`src/rtl/beam_sweep_ctrl.sv`:
```
// Beam steering sweep controller: steps four mic delays across all angles,
// integrates |beam| per angle and reports the strongest angle.
module beam_sweep_ctrl #(
  parameter int NUM_ANGLES     = 15,
  parameter int STEP_US        = 2,
  parameter int BITS_AUDIO     = 24,
  parameter int SETTLE_SAMPLES = 64,
  parameter int DWELL_SAMPLES  = 1024
) (
  input  logic                         clk_in,
  input  logic                         rst_in,
  input  logic                         start_in,
  input  logic [5:0]                   manual_angle_in,
  input  logic signed [BITS_AUDIO-1:0] beam_audio_in,
  input  logic                         beam_valid_in,
  output logic [7:0]                   delay_1_out,
  output logic [7:0]                   delay_2_out,
  output logic [7:0]                   delay_3_out,
  output logic [7:0]                   delay_4_out,
  output logic [5:0]                   cur_angle_out,
  output logic [5:0]                   best_angle_out,
  output logic [47:0]                  best_energy_out,
  output logic                         busy_out,
  output logic                         done_out
);
  localparam int HALF = (NUM_ANGLES - 1) / 2;
  localparam int CMAX = (SETTLE_SAMPLES > DWELL_SAMPLES) ? SETTLE_SAMPLES : DWELL_SAMPLES;
  localparam int CW   = $clog2(CMAX + 1);
  localparam int AW   = BITS_AUDIO + 1;
  localparam logic [5:0] LAST = 6'(NUM_ANGLES - 1);

  typedef enum logic [2:0] {IDLE, APPLY, SETTLE, MEASURE, COMPARE, DONE} state_t;
  state_t state, state_nx;

  logic [3:0][7:0] delay;
  logic [5:0]      cur_angle, max_a, best_a, manual_q, man_clamp;
  logic [47:0]     acc, max_e, best_e, acc_nx;
  logic [CW-1:0]   cnt;
  logic            armed, track, ret_idle, man_move;
  logic [AW-1:0]   ext, mag;
  logic [48:0]     sum;

  function automatic logic [7:0] dly(input logic [5:0] a, input int k);
    int o, v;
    o = int'(a) - HALF;
    if (o >= 0) v = (k - 1) * o * STEP_US;
    else        v = (4 - k) * (-o) * STEP_US;
    return (v > 255) ? 8'd255 : 8'(v);
  endfunction

  // sign-extend one bit so |most negative| fits
  assign ext    = {beam_audio_in[BITS_AUDIO-1], beam_audio_in};
  assign mag    = ext[AW-1] ? (~ext) + AW'(1) : ext;
  assign sum    = {1'b0, acc} + 49'(mag);
  assign acc_nx = sum[48] ? '1 : sum[47:0];

  assign man_clamp = (manual_angle_in > LAST) ? LAST : manual_angle_in;
  // after a sweep the best angle is held until the manual input moves
  assign man_move  = armed && (track || (manual_angle_in != manual_q)) && (man_clamp != cur_angle);

  always_ff @(posedge clk_in) begin
    if (!rst_in) state <= IDLE;
    else         state <= state_nx;
  end

  always_comb begin
    state_nx = state;
    busy_out = 1'b0;
    done_out = 1'b0;
    case (state)
      IDLE:    if ((armed && start_in) || man_move) state_nx = APPLY;
      APPLY: begin
        busy_out = 1'b1;
        state_nx = ret_idle ? IDLE : SETTLE;
      end
      SETTLE: begin
        busy_out = 1'b1;
        if (beam_valid_in && cnt == CW'(SETTLE_SAMPLES - 1)) state_nx = MEASURE;
      end
      MEASURE: begin
        busy_out = 1'b1;
        if (beam_valid_in && cnt == CW'(DWELL_SAMPLES - 1)) state_nx = COMPARE;
      end
      COMPARE: begin
        busy_out = 1'b1;
        state_nx = (cur_angle == LAST) ? DONE : APPLY;
      end
      DONE: begin
        done_out = 1'b1;
        state_nx = APPLY;
      end
      default: state_nx = IDLE;
    endcase
  end

  always_ff @(posedge clk_in) begin
    if (!rst_in) begin
      delay     <= '0;
      cur_angle <= '0;
      max_a     <= '0;
      max_e     <= '0;
      best_a    <= '0;
      best_e    <= '0;
      acc       <= '0;
      cnt       <= '0;
      manual_q  <= '0;
      armed     <= 1'b0;
      track     <= 1'b1;
      ret_idle  <= 1'b0;
    end else begin
      armed    <= 1'b1;
      manual_q <= manual_angle_in;
      case (state)
        IDLE: begin
          if (manual_angle_in != manual_q) track <= 1'b1;
          if (armed && start_in) begin
            cur_angle <= '0;
            acc       <= '0;
            ret_idle  <= 1'b0;
          end else if (man_move) begin
            cur_angle <= man_clamp;
            ret_idle  <= 1'b1;
          end
        end
        APPLY: begin
          for (int k = 0; k < 4; k++) delay[k] <= dly(cur_angle, k + 1);
          cnt <= '0;
        end
        SETTLE: if (beam_valid_in)
          cnt <= (cnt == CW'(SETTLE_SAMPLES - 1)) ? '0 : cnt + CW'(1);
        MEASURE: if (beam_valid_in) begin
          acc <= acc_nx;
          cnt <= (cnt == CW'(DWELL_SAMPLES - 1)) ? '0 : cnt + CW'(1);
        end
        COMPARE: begin
          // strict compare: ties keep the earlier (lower) angle
          if (cur_angle == '0 || acc > max_e) begin
            max_a <= cur_angle;
            max_e <= acc;
          end
          acc <= '0;
          if (cur_angle != LAST) cur_angle <= cur_angle + 6'd1;
        end
        DONE: begin
          best_a    <= max_a;
          best_e    <= max_e;
          cur_angle <= max_a;
          ret_idle  <= 1'b1;
          track     <= 1'b0;
        end
        default: ;
      endcase
    end
  end

  assign delay_1_out     = delay[0];
  assign delay_2_out     = delay[1];
  assign delay_3_out     = delay[2];
  assign delay_4_out     = delay[3];
  assign cur_angle_out   = cur_angle;
  assign best_angle_out  = best_a;
  assign best_energy_out = best_e;
endmodule

```
`config.mk`:
```
export PLATFORM = sky130hd
export DESIGN_NAME = beam_sweep_ctrl
export DESIGN_NICKNAME = d
export VERILOG_FILES = /design/src/rtl/beam_sweep_ctrl.sv
export SDC_FILE = /design/constraint.sdc
export NUM_CORES = 1
export LEC_CHECK = 0
export BUFFER_PORTS_ARGS = -buffer_cell sky130_fd_sc_hd__buf_2
export CAP_MARGIN = 30
export CORE_AREA = 2 2 167 169
export CTS_BUF_LIST = sky130_fd_sc_hd__clkbuf_16
export DETAILED_ROUTE_END_ITERATION = 7
export DIE_AREA = 0 0 169 171
export GPL_TIMING_DRIVEN = 0
export HOLD_SLACK_MARGIN = 0.12
export PLACE_DENSITY = 0.73
export SYNTH_ARGS = -nofsm -noshare
export SYNTH_HDL_FRONTEND = slang
export SYNTH_SLANG_ARGS = --single-unit
```
`constraint.sdc`:
```
create_clock -name clk_in -period 7.05 [get_ports clk_in]
set_input_delay 0.3525 -clock clk_in [delete_from_list [all_inputs] [get_ports clk_in]]
set_output_delay 0.3525 -clock clk_in [all_outputs]
set_load 0.01 [all_outputs]
```
# Yosys cells after proc, flatten, opt, wreduce, memory -nomap -nowiden
# Cells that the tools add are included.
# Widths: inputs -> output; s select.
[word_totals]
mem_bits_rw = 0
latch_bits = 0
ff_bits = 217
word_cells = 119
mem_bits_ro = 0
out_inout_bits = 94
n_memories = 0
[classes]
mul = 2
addsub = 6
n_bitwise = 1
n_reduce_logical = 22
div = 0
n_eq_ne = 20
order_cmp = 7
muxes = 45
n_shift = 0
[op_table]
columns = ["operator", "n"]
rows = [
  ["$mux 32", 12],
  ["$mux 48", 3],
  ["$pmux 48 s3", 1],
  ["$gt 32x9->1 const B", 4],
  ["$add 48x25->49", 1],
  ["$gt 48x48->1", 1],
  ["$mux 11", 4],
  ["$pmux 11 s3", 1],
  ["$mul 3x32->31 const A", 1],
  ["$mux 8", 4],
  ["$neg 7->32", 1],
  ["$add 25x1->25 const B", 1],
  ["$mux 25", 1],
  ["$not 25->25", 1],
  ["$mux 6", 4],
  ["$pmux 3 s6", 1],
  ["$pmux 6 s3", 1],
  ["$ne 2x2->1 const B", 8],
  ["$mux 3", 4],
  ["$ne 6x6->1", 2],
  ["$reduce_and 3->1", 4],
  ["$add 11x1->11 const B", 1],
  ["$eq 11x10->1 const B", 1],
  ["$eq 11x6->1 const B", 1],
  ["22 further kinds", 40],
]

# Logic depth before layout (Yosys ltp)
[logic_depth]
depth_word = 8
ltp_mapped = 24
ltp_nobuf = 21

# Least setup slack after synthesis
# Ideal clock, no wire load.
[synth_path]
path_type = "register -> register"
startpoint = "reg cur_angle[0] (netlist: cur_angle_out[0])"
endpoint = "reg delay, in the netlist delay_1_out[4]"
n_path_buf = 2
setup_slack_ps = 1687
stages_incl_launch_ff = 24
setup_ps = 137
required_time_ps = 6913
synth_period_minus_slack_ps = 5363
t_arrival_ps = 5227
cell_sequence = "dfxtp_1 clkbuf_1 inv_1 nor3_1 xnor2_1 inv_1 ha_1 and3_1 clkbuf_1 nand2_1 ha_1 inv_1 ha_1 ha_1 a21oi_1 o21ai_1 a222oi_1 nand4b_1 a2111oi_0 nand4_1 nor4_1 o2111ai_1 o311ai_4 a31oi_1"
[synth_via]
elab_chain_cells = 8
word_cells_on_any_way = 9
classes_between = "add/sub: 2; mul: 1; order compare: 2; mux: 4"
[synth_lines]
columns = ["element", "line_no", "source"]
rows = [
  ["start, declared", "36", "logic [5:0] cur_angle, max_a, best_a, manual_q, man_clamp;"],
  ["start signal, assigned", "121", "cur_angle <= man_clamp;"],
  ["start signal, assigned", "142", "if (cur_angle != LAST) cur_angle <= cur_angle + 6'd1;"],
  ["start signal, assigned", "147", "cur_angle <= max_a;"],
  ["$sub 6x3->7 (*)", "45", "o = int'(a) - HALF;"],
  ["$neg 7->32", "--", ""],
  ["$mul 3x32->31", "47", "else v = (4 - k) * (-o) * STEP_US;"],
  ["$mux 32 (*)", "46", "if (o >= 0) v = (k - 1) * o * STEP_US;"],
  ["$mux 32 (*)", "113", "case (state)"],
  ["$mux 32 (*)", "97", "if (!rst_in) begin"],
  ["$gt 32x9->1", "48", "return (v > 255) ? 8'd255 : 8'(v);"],
  ["$mux 8 (*)", "48", ""],
  ["end signal, assigned", "98", "delay <= '0;"],
  ["end, declared", "35", "logic [3:0][7:0] delay;"],
]
# Every way passes the cells marked *; elsewhere a longest branch is shown, timed or not. The select of a mux whose other input is x is not followed.
# A chain may end at the register's enable or synchronous reset.

# Worst setup path after layout
[layout_path]
startpoint = "reg cur_angle[0] (netlist: cur_angle_out[0])"
endpoint = "reg delay, in the netlist delay_1_out[5]"
# Same word-level chain as after synthesis.

==> reports/qor.yml <==
finish:
  nets: 2193
  final_cell_mix: "nand2_1 (230), dfxtp_1 (217), ha_1 (158)"
  drive_above_1_share_pct: 9.92
  syn2layout_area_growth_pct: 13.8
  antenna_cells: 0
  layout_commonest_cell: "nand2_1"
drt:
  wire_per_inst_um: 17.8
  finalWirelength_um: 42200
  vias: 13900
  drtIter0Drc: 1021
  drc: 0
  viasPerCell: 5.90
  ant_nets: 0
  dr.pass1.iters: 6
critical_path:
  path_max_fanout: 9
  r2r_slack_ns: 0.45
  cp.required_ns: 7.45
  r2r_cells: 24
  cp-end-kind: "flip-flop"
  timing.rr.start: "cur_angle_out[0]"
  rr_endpoint: "delay_1_out[5]"
  cp_common_cell: "ha_1"
  path_class: "reg2reg"
  cp.arrival_ns: 7.00
  crit_family: "compound AO/OA/AOI/OAI gates"
  crit_slowest_cell: "a2111oi_0"
  cp_cell_sequence: "clkbuf_2 -> inv_1 -> nor3_2 -> xnor2_1 -> inv_1 -> ha_1 -> and3_1 -> clkbuf_1 -> nand2_1 -> ha_1 -> inv_1 -> ha_1 -> ha_1 -> a21oi_1 -> nand2_1 -> o21ai_1 -> a21oi_1 -> a2111oi_0 -> nand4_1 -> nor4_1 -> o2111ai_1 -> o311ai_4 -> buf_12 -> a31oi_1"
  worst-path-buf-inv: 6
  slowest_delay_ns: 0.46
  cp-start-kind: "flip-flop"
clock_network:
  clock_sinks: 217
  cts_buffers: 25
  cts_tree: "done"
  clk_latency_ns: 0.55
  clock_path_buffers: 3
  htreeDepth: 1
  cts-root-buf: "clkbuf_16"
  clk_pin_slew_worst_paths_ns: 0.06
worst_hold_path:
  hp-start: "manual_angle_in[1]"
  hold_path_depth: 2
  min_to: "manual_q[1]"
  hold_class: "in2reg"
power:
  power_w: 0.00574
  power_density_nw_per_um2: 344
  max-vdd-ir-drop_uv: 285
  p_leak_nw: 7.10
place:
  preCtsSetupSlack_ns: -0.221
  portBuffers: 126
  gp_congestion: 0.951
  dp.final_hpwl_um: 32400
global_routing:
  grt_antenna_before_repair: 0
  grt_usage_pct: 28.2
  grt_start_max_net_pins: 15
  gr-total-overflow: 0
  grt_pass1_wl_um: 66300
  grt_pass1_vias: 12900
floorplan:
  die_h_um: 171
  core_area_um2: 27300
  die_x_um: 169
  std_cell_rows: 61
  num_io_pins: 128
  die_area_um2: 28900
  initial_core_util_pct: 53.6
synthesis:
  syn_nets: 2033
  yosys_warnings: 0
  synth_cell_type_count: 77
  synth.avg_cell_area_um2: 7.97
  synth-main-ff-cell: "dfxtp_1"
  synth_area_um2: 14700
  synthDominantCellAreaShare_pct: 29.6
  synth_edf_count: 0
  synth_seq_cells: 217
  synth.area.top_cells: "dfxtp_1 (30%), ha_1 (13%), nand2_1 (5.9%), a21oi_1 (4.9%), o21ai_0 (4.4%)"
  yosys.area.top_type: "dfxtp_1"
  netlist_instances: 1838
  async_flop_share_pct: 0
  ys_seq_area_share_pct: 29.6
sta:
  fin_worst_skew_ns: 0.0161
  relSlewSlack_pct: 46.2
  tightestPinTransition_ns: 0.801
  min_period_ns: 6.60
  period_share_pct: 93.6
  rsz0062_at_grt: "no"
  hold_viol_final: 0
  slew_violations: 0
  whs_ns: 0.156
  setup_violations: 0
  setup_slack_ns: 0.454
  fin_setup_tns_ns: 0
  fmax_mhz: 152
run_status:
  status: "finished, final reports clean"
flow_run:
  maxCapViolations: 0
[state kept, by name, summed over array words and instances (netlist names)]
| signal | count |
|---|---|
| track | 1 |
| cur_angle_out | 6 |
| state | 3 |
| best_energy_out | 48 |
| manual_q | 6 |
| delay_2_out | 8 |
| delay_3_out | 8 |
| max_a | 6 |
| cnt | 11 |
| delay_1_out | 8 |
| armed | 1 |
| acc | 48 |
| ret_idle | 1 |
| best_angle_out | 6 |
| max_e | 48 |
| delay_4_out | 8 |
[layout make-up]
cell class / instances / area [um^2]
clock buffer: 25 / 626
clock inverter: 21 / 244
tap: 346 / 433
sequential: 217 / 4340
multi-input combinational: 1419 / 9540
fill: 2493 / 10600
timing repair buffer: 133 / 706
buffer: 89 / 364
inverter: 113 / 424
[timing repair]
item	4_1_cts	5_1_grt
gates resized for setup	1	9
setup buffers	0	1
setup endpoints to repair	8	8
pin swaps	0	1
hold endpoints to repair	5	0
hold buffers	5	0
[cells by family (layout without fill, tap and decap cells)]
kind of cell	after synthesis	count (layout)	share of synthesized area, %
adder cells (fa/ha/maj)	161	161	13.9
multiplexers	54	54	3.69
XOR/XNOR	82	82	4.90
buffers and inverters	202	381	5.35
other	1	1	0.0256
flip-flops	217	217	29.6
AO/OA/AOI/OAI	535	535	23.3
AND/OR/NAND/NOR	586	586	19.2
[through the flow]
| step | utilization [%] | cell area, um^2 | std cells |
|---|---|---|---|
| 4_1_cts | 60.9 | 16600 | 2362 |
| 2_1_floorplan | - | 14700 | 1838 |
| 3_3_place_gp | 57.5 | 15700 | 2310 |
| 6_report | 61.0 | 16700 | 2363 |
| 5_1_grt | 61.0 | 16700 | 2363 |
| 3_5_place_dp | 57.5 | 15700 | 2311 |
[worst max path at each step]
stage | start | to | slack, ns | depth (start not counted)
finish | cur_angle_out[0] | delay_1_out[5] | 0.45 | 24
CTS | cur_angle_out[0] | delay_1_out[5] | 0.05 | 22
global route | cur_angle_out[0] | delay_1_out[5] | 0.13 | 24
floorplan | cur_angle_out[0] | delay_1_out[4] | 1.69 | 23
global placement | cur_angle_out[0] | delay_1_out[5] | -0.17 | 23
detailed placement | cur_angle_out[0] | delay_1_out[5] | -0.22 | 23
[Yosys cell counts (6+ instances only)]
cell / count
nand2b_1: 19
or3_1: 11
nand4_1: 28
nand3_1: 39
a21o_1: 40
a211oi_1: 15
nor2b_1: 57
nor3b_1: 6
o21a_1: 10
clkbuf_1: 67
xor2_1: 31
a21oi_1: 143
nor4_1: 9
nand2_1: 230
a31oi_1: 25
nor2_1: 91
a21boi_0: 61
or4_1: 9
dfxtp_1: 217
and2_1: 20
xnor2_1: 51
o31ai_1: 11
o21ai_0: 130
a22o_1: 10
nor3_1: 34
inv_1: 111
o22ai_1: 6
buf_1: 6
buf_2: 14
ha_1: 158
o21ai_1: 6
a311oi_1: 6
and3_1: 17
o211ai_1: 12
mux2i_1: 54
[power breakdown]
| part | switching, W | leakage, nW | internal, W |
|---|---|---|---|
| combinational | 0.00187 | 4.93 | 0.00109 |
| clock | 0.000566 | 0.419 | 0.000806 |
| sequential | 0.0000706 | 1.76 | 0.00133 |
[per-layer routing]
layer  wire length (um)  share of wire (%)  track usage (%)
met1              18900                 45             37.7
met2              19500                 46             47.8
met3               2940                7.0             4.51
met4                907                2.2             6.76
met5                  0                  0                0
[worst register-to-register path: cells and delay by family, from the launching register on]
kind            cells  cell delay, ns
compound gates      7            2.00
xor+xnor            1            0.33
simple gates        6            1.42
flops               1            0.36
fa+ha+maj           4            1.18
buf+inv             6            1.18
No activity file was read; power rests on OpenSTA's default activity.
